<file path="config.mk">
export PLATFORM = sky130hd
export DESIGN_NAME = pwm_bank
export DESIGN_NICKNAME = d
export VERILOG_FILES = /design/src/rtl/pwm_bank.sv
export SDC_FILE = /design/constraint.sdc
export NUM_CORES = 1
export LEC_CHECK = 0
export ABC_CLOCK_PERIOD_IN_PS = 9300
export BUFFER_PORTS_ARGS = -buffer_cell sky130_fd_sc_hd__buf_2
export CORE_MARGIN = 2
export CORE_UTILIZATION = 60
export DETAILED_ROUTE_END_ITERATION = 10
export PLACE_DENSITY = 0.77
export SLEW_MARGIN = 20
export SYNTH_ARGS = -nofsm -noshare
export SYNTH_HDL_FRONTEND = slang
export SYNTH_SLANG_ARGS = --single-unit
</file>
<file path="constraint.sdc">
create_clock -name clk -period 9.3 [get_ports clk]
set_input_delay 1.395 -clock clk [delete_from_list [all_inputs] [get_ports clk]]
set_output_delay 1.395 -clock clk [all_outputs]
set_load 0.05 [all_outputs]
</file>
<file path="src/rtl/pwm_bank.sv">
// Multi-channel PWM peripheral on the J1 I/O bus. All channels share one period counter.
// Period and duty registers are double-buffered and committed at period wrap.
module pwm_bank #(
  parameter int CHANNELS = 3,
  parameter int CNT_W    = 10
) (
  input  logic                clk,
  input  logic                rst,
  input  logic [15:0]         d_in,
  input  logic                cs,
  input  logic [3:0]          addr,
  input  logic                rd,
  input  logic                wr,
  output logic [15:0]         d_out,
  output logic [CHANNELS-1:0] pwm_out,
  output logic                irq
);

  logic                run_r;
  logic                inv_r;
  logic                wrap_r;
  logic                pend_r;
  logic [CNT_W-1:0]    cnt_r;
  logic [CNT_W-1:0]    p_sh_r;
  logic [CNT_W-1:0]    p_act_r;
  logic [CNT_W-1:0]    d_sh_r  [CHANNELS];
  logic [CNT_W-1:0]    d_act_r [CHANNELS];
  logic [15:0]         d_out_r;
  logic [CHANNELS-1:0] pwm_r;

  logic                we_s;
  logic                re_s;
  logic                ctrl_we_s;
  logic                wrap_s;
  logic                duty_sel_s;
  logic                sh_we_s;
  logic [CNT_W-1:0]    sel_duty_s;
  logic [CHANNELS-1:0] raw_s;
  logic [15:0]         rdata_s;

  // Bus decode, wrap detection and per-channel compare
  always_comb begin
    we_s       = cs && wr;
    re_s       = cs && rd;
    ctrl_we_s  = we_s && (addr == 4'h0);
    wrap_s     = run_r && (cnt_r == p_act_r);
    duty_sel_s = 1'b0;
    sel_duty_s = '0;
    raw_s      = '0;
    for (int n = 0; n < CHANNELS; n++) begin
      duty_sel_s = duty_sel_s || (addr == 4'(8 + n));
      sel_duty_s = (addr == 4'(8 + n)) ? d_sh_r[n] : sel_duty_s;
      raw_s[n]   = (cnt_r < d_act_r[n]);
    end
    sh_we_s = we_s && ((addr == 4'h1) || duty_sel_s);
  end

  // Read mux; sampled from current register state, so a same-edge write is not seen
  always_comb begin
    rdata_s = 16'd0;
    case (addr)
      4'h0:    rdata_s[1:0] = {inv_r, run_r};
      4'h1:    rdata_s[CNT_W-1:0] = p_sh_r;
      4'h2:    rdata_s[1:0] = {pend_r, wrap_r};
      default: begin
        if (duty_sel_s) begin
          rdata_s[CNT_W-1:0] = sel_duty_s;
        end else begin
          rdata_s = 16'd0;
        end
      end
    endcase
  end

  // Registers, counter, commit logic and registered outputs
  always_ff @(posedge clk or posedge rst) begin
    if (rst) begin
      run_r   <= 1'b0;
      inv_r   <= 1'b0;
      wrap_r  <= 1'b0;
      pend_r  <= 1'b0;
      cnt_r   <= '0;
      p_sh_r  <= '0;
      p_act_r <= '0;
      d_out_r <= 16'd0;
      pwm_r   <= '0;
      for (int n = 0; n < CHANNELS; n++) begin
        d_sh_r[n]  <= '0;
        d_act_r[n] <= '0;
      end
    end else begin
      if (ctrl_we_s) begin
        run_r <= d_in[0];
        inv_r <= d_in[1];
      end
      if (we_s && (addr == 4'h1)) begin
        p_sh_r <= d_in[CNT_W-1:0];
      end
      for (int n = 0; n < CHANNELS; n++) begin
        if (we_s && (addr == 4'(8 + n))) begin
          d_sh_r[n] <= d_in[CNT_W-1:0];
        end
      end

      // Actives follow shadows while stopped; otherwise they load only at wrap
      if (!run_r || wrap_s) begin
        p_act_r <= p_sh_r;
        for (int n = 0; n < CHANNELS; n++) begin
          d_act_r[n] <= d_sh_r[n];
        end
      end

      if (!run_r || wrap_s || (ctrl_we_s && !d_in[0])) begin
        cnt_r <= '0;
      end else begin
        cnt_r <= cnt_r + 1'b1;
      end

      // A shadow write on the wrap edge outranks the commit, so it stays pending
      if (!run_r) begin
        pend_r <= 1'b0;
      end else if (sh_we_s) begin
        pend_r <= 1'b1;
      end else if (wrap_s) begin
        pend_r <= 1'b0;
      end

      if (wrap_s) begin
        wrap_r <= 1'b1;
      end else if (we_s && (addr == 4'h2) && d_in[0]) begin
        wrap_r <= 1'b0;
      end

      for (int n = 0; n < CHANNELS; n++) begin
        pwm_r[n] <= run_r ? (raw_s[n] ^ inv_r) : inv_r;
      end

      if (re_s) begin
        d_out_r <= rdata_s;
      end
    end
  end

  assign d_out   = d_out_r;
  assign pwm_out = pwm_r;
  assign irq     = wrap_r;

endmodule
</file>
# After elaboration in Yosys (flattened, before gate mapping)
# Cells that the tools add are included.
[totals]
regBits = 107
inputBits = 25
word_cells = 66
[op_classes]
n_addsub = 1
n_lt_le_gt_ge = 3
eq_ne = 7
mux = 15
bitwise_logic = 3
reduce_logical = 22
[op_table]
columns = ["cell", "count"]
rows = [
  ["10-bit two-way mux", 5],
  ["10-bit less-than comparator", 3],
  ["8-bit case mux with 2 select lines", 1],
  ["4-bit == test (second input constant)", 3],
  ["1-bit logical AND", 12],
  ["10-bit by 1-bit adder with 10-bit output (second input constant)", 1],
  ["10-bit == test", 1],
  ["1-bit two-way mux", 8],
  ["2-bit case mux with 3 select lines", 1],
  ["1-bit logical OR", 5],
  ["4-bit by 1-bit == test with 1-bit output (second input constant)", 1],
  ["4-bit by 2-bit == test with 1-bit output (second input constant)", 1],
  ["4-bit logical NOT", 1],
  ["3-bit by 1-bit inequality test with 1-bit output (second input constant)", 1],
  ["1-bit XOR", 3],
  ["1-bit logical NOT", 2],
  ["2-bit nonzero test", 1],
  ["2-bit OR reduction", 1],
]

# Logic depth before layout (Yosys ltp)
[depth]
word_depth = 7
mapped_depth = 8
ltp_nobuf = 7

# Worst setup path before layout
# OpenSTA, ideal clock, no wires.
[synth_path]
path_type = "input-to-reg"
startpoint = "in addr[1]"
endpoint = "reg p_sh_r[0]"
arrival_time_ns = 2.590
setup_slack_ns = 6.586
stages = 5
n_path_buf = 1
cell_sequence = "buf_6 inv_1 nand2_1 nor4_4 mux2_2"
[synth_via]
elab_chain_cells = 2
[synth_lines]
columns = ["item", "line", "rtl"]
rows = [
  ["start, declared", "11", "input logic [3:0] addr,"],
  ["4-bit by 1-bit == test with 1-bit output", "96", "if (we_s && (addr == 4'h1)) begin"],
  ["1-bit logical AND", "96", ""],
  ["end signal, assigned", "97", "p_sh_r <= d_in[CNT_W-1:0];"],
  ["end, declared", "24", "logic [CNT_W-1:0] p_sh_r;"],
]
# No other way between the ends.
# A chain may end at the register's enable or synchronous reset.

# Worst setup path after layout
[layout_path]
startpoint = "in addr[1]"
endpoint = "reg d_sh_r[3] (netlist bit)"
[layout_via]
elab_chain_cells = 2
[layout_lines]
columns = ["item", "line", "rtl"]
rows = [
  ["4-bit == test", "100", "if (we_s && (addr == 4'(8 + n))) begin"],
  ["1-bit logical AND", "100", ""],
  ["end signal, assigned by index", "101", "d_sh_r[n] <= d_in[CNT_W-1:0];"],
  ["end, declared", "26", "logic [CNT_W-1:0] d_sh_r [CHANNELS];"],
]
# No other way between the ends.

==> flow_summary.json <==
{
  "hpwl_um": 7860,
  "antenna_cells": 0,
  "drc": 0,
  "core_um2": 8640,
  "vias": 3635,
  "met1_length_um": 4820,
  "status": "finished, final reports clean",
  "io_pins": 45,
  "cts_resized": 0,
  "topRoutingLayerUsed": "met4",
  "whs_ns": 0.491,
  "finalHoldViolations": 0,
  "fin_crit_ns": 3.13,
  "grt_pass1_vias": 3810,
  "maxCapViolCount": 0,
  "fin_crit_sh": 0.336,
  "synthDistinctLibCells": 39,
  "yosys.area_share.simple": 0.107,
  "wl_um": 11400,
  "worst_slew_pin_slew_ns": 0.999,
  "reg2reg_to": "cnt_r[7]",
  "dieWidth_um": 98.0,
  "wl_per_cell_um": 18.4,
  "clkSinkCount": 107,
  "worstPathRequired_ns": 9.56,
  "wl_met2_um": 5540,
  "synth_mux_area_frac": 0.137,
  "relSlewSlack": 0.329,
  "drive_above_1_share": 0.220,
  "setup_viol": 0,
  "antenna_found_initial": 0,
  "gp_congestion": 0.889,
  "crit_end": "d_sh_r[3]",
  "io_buffers": 32,
  "crit_type": "in2reg",
  "synth-compound-area-share": 0.0919,
  "synth.avg_cell_area_um2": 11.1,
  "cts_tree": "yes",
  "cts_made_buffers": 9,
  "max_clock_freq_mhz": 320,
  "fin_setup_tns_ns": 0,
  "insertion_delay_ns": 0.37,
  "r2r_slack_ns": 7.10,
  "pre_cts_ws_ns": 5.77,
  "setup_slack_ns": 6.17,
  "dr.pass1.iters": 4,
  "nets": 558,
  "clock-skew-final_ns": 0.00660,
  "ant_nets": 0,
  "slew_violations": 0,
  "die-area_um2": 9600,
  "fin_area_um2": 5720,
  "hold_buffers": 0,
  "critical_path.startpoint": "addr[1]",
  "path_max_fanout": 16,
  "synthAdderAreaFrac": 0.0661,
  "rows": 34,
  "overflow": 0,
  "rsz0062_at_grt": "no",
  "vdd_ir_drop_max_uv": 141,
  "syn_area_um2": 5300,
  "crit_arrival_ns": 3.39,
  "synth_top_family_by_area": "multiplexers",
  "start_util": 0.613,
  "routed-wl-met3_um": 757,
  "cts_buffer_depth": 2,
  "htree_levels": 3,
  "synth-xor-area-share": 0.0361,
  "dieHeight_um": 98.0,
  "timing.rr.start": "cnt_r[2]",
  "drtIter0Drc": 216,
  "yosysSeqAreaShare": 0.506,
  "cellPowerDensity_nw_per_um2": 260,
  "via_per_inst": 5.88,
  "grt_pass1_wl_um": 19100,
  "syn_inst": 478,
  "critPathCaptureType": "flop",
  "clockRootBuffer": "clkbuf_8",
  "syn_to_final_growth_pct": 7.91,
  "cts_setup_buffers": 0,
  "synth-seq-cells": 107,
  "grt_start_max_net_pins": 91,
  "placed_area_um2": 5480,
  "power.leakage_uw": 0.00266,
  "hold_class": "reg2reg",
  "grt_usage": 0.257,
  "crit_path_start_kind": "primary input",
  "yosysWarnings": 0,
  "rr_worst_depth": 6,
  "clkSlewWorstSetupHoldPaths_ns": 0.10
}
[where the power goes]
| part | internal [µW] | total, µW | switching, µW |
|---|---|---|---|
| combinational | 188 | 479 | 292 |
| sequential | 595 | 680 | 85.8 |
| clock | 157 | 326 | 170 |
| total | 939 | 1490 | 547 |
[synthesized netlist by cell type, drive strengths merged]
| cell | instances | area share |
|---|---|---|
| a211oi | 3 | 0.0043 |
| a21o | 4 | 0.0057 |
| a21oi | 10 | 0.0094 |
| a221oi | 1 | 0.0017 |
| a22oi | 8 | 0.011 |
| buf | 19 | 0.026 |
| clkbuf | 5 | 0.0035 |
| conb | 1 | 0.00071 |
| dfrtp | 107 | 0.51 |
| ha | 28 | 0.066 |
| inv | 36 | 0.026 |
| mux2 | 54 | 0.11 |
| mux2i | 12 | 0.023 |
| nand2 | 54 | 0.038 |
| nand2b | 4 | 0.0047 |
| nand3 | 8 | 0.0076 |
| nand4 | 9 | 0.011 |
| nor2 | 17 | 0.012 |
| nor2b | 2 | 0.0024 |
| nor3 | 9 | 0.013 |
| nor4 | 4 | 0.013 |
| o211ai | 1 | 0.0014 |
| o21ai | 51 | 0.048 |
| o22ai | 1 | 0.0012 |
| o31ai | 2 | 0.0054 |
| o41ai | 2 | 0.0033 |
| or3 | 5 | 0.0059 |
| xnor2 | 15 | 0.026 |
| xor2 | 6 | 0.0099 |
[worst min-delay path by stage]
stage	from	end	slack, ns	cells after the start
2_1_floorplan	d_act_r[20]	d_act_r[20]	0.46	1
3_3_place_gp	d_out[8]	d_out[8]	0.46	2
3_5_place_dp	d_out[2]	d_out[2]	0.47	2
4_1_cts	d_out[6]	d_out[6]	0.50	2
5_1_grt	d_out[3]	d_out[3]	0.53	2
6_report	d_out[2]	d_out[2]	0.49	2
[state kept, by name, summed over array words and instances (netlist names)]
name,count
d_sh_r,30
d_act_r,30
p_sh_r,10
p_act_r,10
d_out,10
pwm_out,3
irq,1
inv_r,1
run_r,1
pend_r,1
cnt_r,10
[critical path, cell delays in order]
cell and delay (ns):
buf_2 0.50, inv_1 0.21, nor4_4 0.85, mux2_2 0.42
[routing by layer]
metal	vias up	global-route usage
li1	1697	-
met1	1796	0.352
met2	119	0.414
met3	23	0.0458
met4	0	0.0972
met5	-	0
[logic make-up (layout without fill, tap and decap cells)]
| group | after synthesis | count (layout) |
|---|---|---|
| compound gates | 83 | 83 |
| xor+xnor | 21 | 21 |
| fa+ha+maj | 28 | 28 |
| buf+inv | 60 | 87 |
| flops | 107 | 107 |
| mux | 66 | 66 |
| other cells | 1 | 6 |
| simple gates | 112 | 112 |
[per-stage QoR]
stage                     power (µW)  cells   util
after floorplan                 1050    483      -
after global placement          1140    602  0.635
after detailed placement        1170    602  0.635
after CTS                       1490    618  0.661
after global routing            1590    618  0.662
final                           1490    618  0.662
[cells in the final DEF, fill, tap and decap left out, drive strengths merged]
cell type,n
a211oi,3
a21o,4
a21oi,10
a221oi,1
a22oi,8
buf,35
bufinv,2
clkbuf,9
clkinvlp,1
conb,6
dfrtp,107
ha,28
inv,40
mux2,54
mux2i,12
nand2,54
nand2b,4
nand3,8
nand4,9
nor2,17
nor2b,2
nor3,9
nor4,4
o211ai,1
o21ai,51
o22ai,1
o31ai,2
o41ai,2
or3,5
xnor2,15
xor2,6
[area by class of cell]
| type | instances | area [µm²] |
|---|---|---|
| clock buffers | 9 | 124 |
| multi-input cells | 316 | 2350 |
| repair buffers | 35 | 186 |
| well taps | 108 | 135 |
| inverters | 36 | 138 |
| fillers | 698 | 2920 |
| flip-flops and latches | 107 | 2680 |
| clock inverters | 7 | 105 |
Note: power is estimated with default switching activity, not from simulation.
